==> src/rtl/branch_predictor.sv <==
// branch_predictor: bimodal direction predictor. It uses a table of 2-bit
// saturating counters indexed by pc[INDEX_BITS+1:2]. It also produces a
// registered fetch redirect on a mispredict and keeps saturating statistics
// counters.

// One table entry: a 2-bit saturating up/down counter.
module bp_ctr #(
   parameter logic [1:0] CTR_INIT = 2'b01
) (
   input  logic       clk,
   input  logic       rst,
   input  logic       inc,
   input  logic       dec,
   output logic [1:0] ctr
);

   // inc and dec are never both set; each stops at its end of the range.
   always_ff @(posedge clk) begin
      if (rst)                      ctr <= CTR_INIT;
      else if (inc && ctr != 2'b11) ctr <= ctr + 2'd1;
      else if (dec && ctr != 2'b00) ctr <= ctr - 2'd1;
   end

endmodule

module branch_predictor #(
   parameter int         INDEX_BITS = 5,
   parameter logic [1:0] CTR_INIT   = 2'b01
) (
   input  logic        clk,
   input  logic        rst,
   input  logic [31:0] pred_pc,
   output logic        pred_taken,
   input  logic        upd_valid,
   input  logic [31:0] upd_pc,
   input  logic        upd_br_en,
   input  logic        upd_pred,
   input  logic [31:0] upd_target,
   output logic        redirect,
   output logic [31:0] redirect_pc,
   output logic [31:0] branch_count,
   output logic [31:0] mispredict_count
);

   localparam int DEPTH = 1 << INDEX_BITS;

   typedef struct packed {
      logic        valid;
      logic [31:0] pc;
      logic        br_en;
      logic        pred;
      logic [31:0] target;
   } upd_req_t;

   upd_req_t                  upd;
   logic [INDEX_BITS-1:0]     pred_idx;
   logic [INDEX_BITS-1:0]     upd_idx;
   logic [DEPTH-1:0][1:0]     table_q;
   logic                      mispredict;
   logic [31:0]               fix_pc;

   assign upd      = '{valid: upd_valid, pc: upd_pc, br_en: upd_br_en,
                       pred: upd_pred, target: upd_target};
   assign pred_idx = pred_pc[INDEX_BITS+1:2];
   assign upd_idx  = upd.pc[INDEX_BITS+1:2];

   // The lookup reads the registered table directly. A same-cycle update
   // to the same entry is therefore not visible until the next cycle.
   assign pred_taken = table_q[pred_idx][1];

   // Each entry has its own counter instance and its own hit decode.
   for (genvar g = 0; g < DEPTH; g++) begin : g_ent
      localparam logic [INDEX_BITS-1:0] IDX = INDEX_BITS'(g);
      logic hit;
      assign hit = upd.valid && (upd_idx == IDX);
      bp_ctr #(.CTR_INIT(CTR_INIT)) u_ctr (
         .clk (clk),
         .rst (rst),
         .inc (hit &  upd.br_en),
         .dec (hit & ~upd.br_en),
         .ctr (table_q[g])
      );
   end

   assign mispredict = upd.valid && (upd.br_en != upd.pred);
   // A taken branch resumes at its target; a not-taken branch resumes at
   // the fall-through address. The +4 wraps naturally in 32 bits.
   assign fix_pc     = upd.br_en ? upd.target : upd.pc + 32'd4;

   // The redirect pulse lasts one cycle. The PC is captured only on a
   // mispredict and holds otherwise.
   always_ff @(posedge clk) begin
      if (rst) begin
         redirect    <= 1'b0;
         redirect_pc <= '0;
      end else begin
         redirect <= mispredict;
         if (mispredict) redirect_pc <= fix_pc;
      end
   end

   // Statistics counters stick at all-ones instead of wrapping.
   always_ff @(posedge clk) begin
      if (rst) begin
         branch_count     <= '0;
         mispredict_count <= '0;
      end else begin
         if (upd.valid && branch_count != '1)     branch_count     <= branch_count + 32'd1;
         if (mispredict && mispredict_count != '1) mispredict_count <= mispredict_count + 32'd1;
      end
   end

endmodule

==> config.mk <==
export PLATFORM = sky130hd
export DESIGN_NAME = branch_predictor
export DESIGN_NICKNAME = d
export VERILOG_FILES = /design/src/rtl/branch_predictor.sv
export SDC_FILE = /design/constraint.sdc
export NUM_CORES = 1
export LEC_CHECK = 0
export BUFFER_PORTS_ARGS = -buffer_cell sky130_fd_sc_hd__buf_2
export CORE_ASPECT_RATIO = 2
export CORE_MARGIN = 4
export CORE_UTILIZATION = 40
export DETAILED_ROUTE_END_ITERATION = 10
export GPL_ROUTABILITY_DRIVEN = 0
export PLACE_DENSITY = 0.68
export REMOVE_ABC_BUFFERS = 1
export SYNTH_ARGS = -nofsm -noshare
export SYNTH_HDL_FRONTEND = slang
export SYNTH_HIERARCHICAL = 1
export SYNTH_SLANG_ARGS = --single-unit
==> constraint.sdc <==
create_clock -name clk -period 2.81 [get_ports clk]
set_input_delay 0.4215 -clock clk [delete_from_list [all_inputs] [get_ports clk]]
set_output_delay 0.4215 -clock clk [all_outputs]
set_load 0.02 [all_outputs]
==> key figures <==
Status
  – Status: finished, final reports clean

GRT
  – Overall routing resource usage: 21.2%
  – First-pass GRT wire length: 42700 µm
  – Global route overflow: 0
  – Pin count of the biggest net entering global routing: 51
  – Via count of the first global-routing pass: 8834
  – Initial antenna violation count: 1

Placement
  – Hpwl dp: 19300 µm
  – Port-buffer cells: 171
  – Post-Place Cell Area: 10100 µm²

Finish
  – Synthesis-to-finish area growth: 20.8%
  – Area of all sequential standard cells: 3220 µm²
  – Finished layout cell area: 10700 µm²
  – Total area of multi-input combinational cells: 5260 µm²
  – Fraction of final layout cells with drive strength greater than 1: 22.0%
  – Antenna diode count: 0
  – Most common library cell in the layout ignoring fill and taps: buf_2
  – Highest-count cells in the layout ignoring fill and taps: 170 x buf_2, 161 x dfxtp_1, 133 x nor2_1
  – Number of nets in the layout: 1381
  – Fill count: 2180
  – Share of the core filled with cells: 49.4%

Clocking
  – Number of clock sinks: 161
  – Resize count post-CTS: 0
  – Maximum number of buffers from clock root to sink: 2
  – Number of buffers inserted during clock tree synthesis: 17
  – Hold buffers post-CTS: 0
  – Buffers inserted by post-CTS timing repair: 0
  – Clock Tree Root: clkbuf_16
  – Insertion delay of the later-clocked pin in the worst-skew pair: 0.44 ns
  – CTS H-Tree Depth: 4
  – Clock-pin slew on the worst setup and hold paths: 0.06 ns
  – TritonCTS clock tree: done

Min path
  – Hold Path Class: primary input to flop

Synthesis
  – Number of synthesis warnings: 6
  – Ys async rst share: 0%
  – Area leader, netlist: dfxtp_1
  – Fraction of the yosys area taken by sequential cells: 36.4%
  – Syn Area/Cell: 8.01 µm²
  – Post-synth top area share: 36.4%
  – Area contributors post-synth: dfxtp_1 36%, a21oi_1 6.9%, nor2_1 5.6%
  – Top_reg_cell synth: dfxtp_1
  – Number of instances in the synthesized netlist: 1107
  – Post-synth EDFFs: 0
  – Number of flip-flops and latches in the synthesized netlist: 161
  – Synth Cell Area: 8860 µm²
  – Unique cell type count in the Yosys netlist: 63

Critical path
  – Buffers & Inverters on Critical Path: 1
  – Delay of the slowest critical-path stage: 0.48 ns
  – Critical Path Source Type: flop
  – Slowest cell on crit path: mux4_2
  – Critical path peak fanout: 5
  – Crit-path leading delay family: multiplexers
  – Most numerous cell on the critical path: mux4_2
  – Worst Setup Path Type: flop to primary output
  – CP Cell Sequence: mux4_2 -> mux4_2 -> mux2_2 -> buf_2
  – Crit path capture type: primary output
  – Data required, critical path: 2.39 ns
  – Data arrival time at the worst-slack endpoint: 2.20 ns

Timing
  – Hold Vio Cnt, Final: 0
  – Worst Hold Margin: 0.253 ns
  – Unrepaired setup endpoints after global routing: false
  – Number of pins with negative max-slew slack in the final report: 0
  – Tightest Pin Transition: 0.660 ns
  – Endpoints failing setup: 0
  – Highest achievable clock rate: 381 MHz
  – Final worst-path cycle share: 93.3%
  – Setup TNS after final layout: 0 ns
  – Clk_skew: 0.00639 ns
  – Slew margin rel.: 55.9%
  – Min Clock Period, post-route: 2.62 ns

Die
  – Effective utilization at floorplan: 40.9%
  – Die area: 24700 µm²
  – Floorplan core area: 21700 µm²
  – Chip height: 219 µm
  – # IOs: 199
  – Horizontal die dimension: 113 µm
  – Cell row count: 76

Power
  – Cell area power density: 507 nW/µm²
  – Internal power: 4.12 mW
  – Maximum vdd drop: 0.418 mV
  – Overall power of the completed layout: 5.43 mW
  – P_sw: 1.31 mW
  – Switching Share: 24.2%
  – Clock network fraction of design power: 47.5%
  – Flop pwr share: 43.6%
  – Pleak: 3.97 nW
  – Share of power burned in combinational logic: 8.9%

Detailed routing
  – Average detailed-routed wire length per instance: 16.6 µm
  – Detailed-route DRC error count: 0
  – Number of design-rule violations left by the first detailed-router iteration: 407
  – Total wire length: 25900 µm
  – Length of the first detailed-routing pass in iterations: 5
  – Vias per Instance: 5.68
  – Vias after detailed routing: 8845
  – Number of routed nets with antenna violations: 0

Job
  – Max_cap viols: 0
[sequential cells by signal, summed over array words and instances, names as in the netlist]
register / count
redirect_pc: 32
g_ent.u_ctr/ctr: 64
redirect: 1
mispredict_count: 32
branch_count: 32
[power groups by stage]
stage          logic (mW)  clock network (mW)  registers [mW]
2_1_floorplan       0.185                   0            2.46
3_3_place_gp        0.480                   0            2.42
3_5_place_dp        0.486                   0            2.42
4_1_cts             0.488                2.63            2.37
5_1_grt             0.534                2.70            2.37
6_report            0.484                2.58            2.37
[through the flow]
step | setup slack, ns | instances
after CTS | 0.165 | 1557
after floorplan | 0.574 | 1059
after global placement | 0.238 | 1526
final | 0.189 | 1557
after detailed placement | 0.225 | 1526
after global routing | 0.133 | 1557
[synth_stat cells (14+ instances only)]
cell and n:
a21oi_1 123, a31oi_1 39, and3_1 23, and4_1 19, clkbuf_1 37, dfxtp_1 161
inv_1 48, nand2_1 60, nand2b_1 67, nand3_1 32, nand4_1 28, nor2_1 133
nor3_2 32, nor4_1 16, o21ai_0 34, o21ai_1 32, o31ai_1 14, or3_1 28
xnor2_1 36
[kinds of logic (layout without fill, tap and decap cells)]
| family | Yosys count | count (layout) | synth area share, % |
|---|---|---|---|
| and+or+nand+nor | 485 | 485 | 30.9 |
| AOI/OAI and AO/OA | 288 | 288 | 18.8 |
| DFF | 161 | 161 | 36.4 |
| buffers and inverters | 97 | 274 | 4.29 |
| xor gates and xnor gates | 49 | 49 | 4.93 |
| muxes | 19 | 19 | 3.59 |
| adders and majority gates | 8 | 8 | 1.13 |
[worst paths after layout]
path	from	endpoint	slack (ns)	cells past startpoint
worst min-delay path	upd_target[23]	redirect_pc[23]$_SDFFE_PP0P_	0.25	3
worst max register to register	branch_count[0]$_SDFFE_PP0P_	branch_count[15]$_SDFFE_PP0P_	0.54	6
worst min register to register	redirect_pc[10]$_SDFFE_PP0P_	redirect_pc[10]$_SDFFE_PP0P_	0.46	2
worst max-delay path	g_ent[7].u_ctr/ctr[1]$_SDFFE_PP0P_	pred_taken	0.19	4
[cell type report]
class                           instances  area share, %
Multi-Input combinational cell        849           49.1
Sequential cell                       161           30.1
Timing Repair Buffer                  194           9.86
Clock buffer                           20           4.27
Tap cell                              273           3.19
Clock inverter                         11           1.73
Inverter                               49           1.72
[tightest hold or removal path: stages]
cell	delay (ns)
buf_2	0.08
a32oi_1	0.09
o21ai_0	0.07
[layer usage]
metal | vias to the layer above | track usage, % | part of all wire [%]
met5 | - | 0 | 0.027
li1 | 4346 | - | -
met4 | 2 | 10.8 | 4.1
met1 | 4202 | 22.1 | 38
met2 | 223 | 38.7 | 53
met3 | 72 | 5.13 | 4.5
Power figures use the tool's default switching activity.
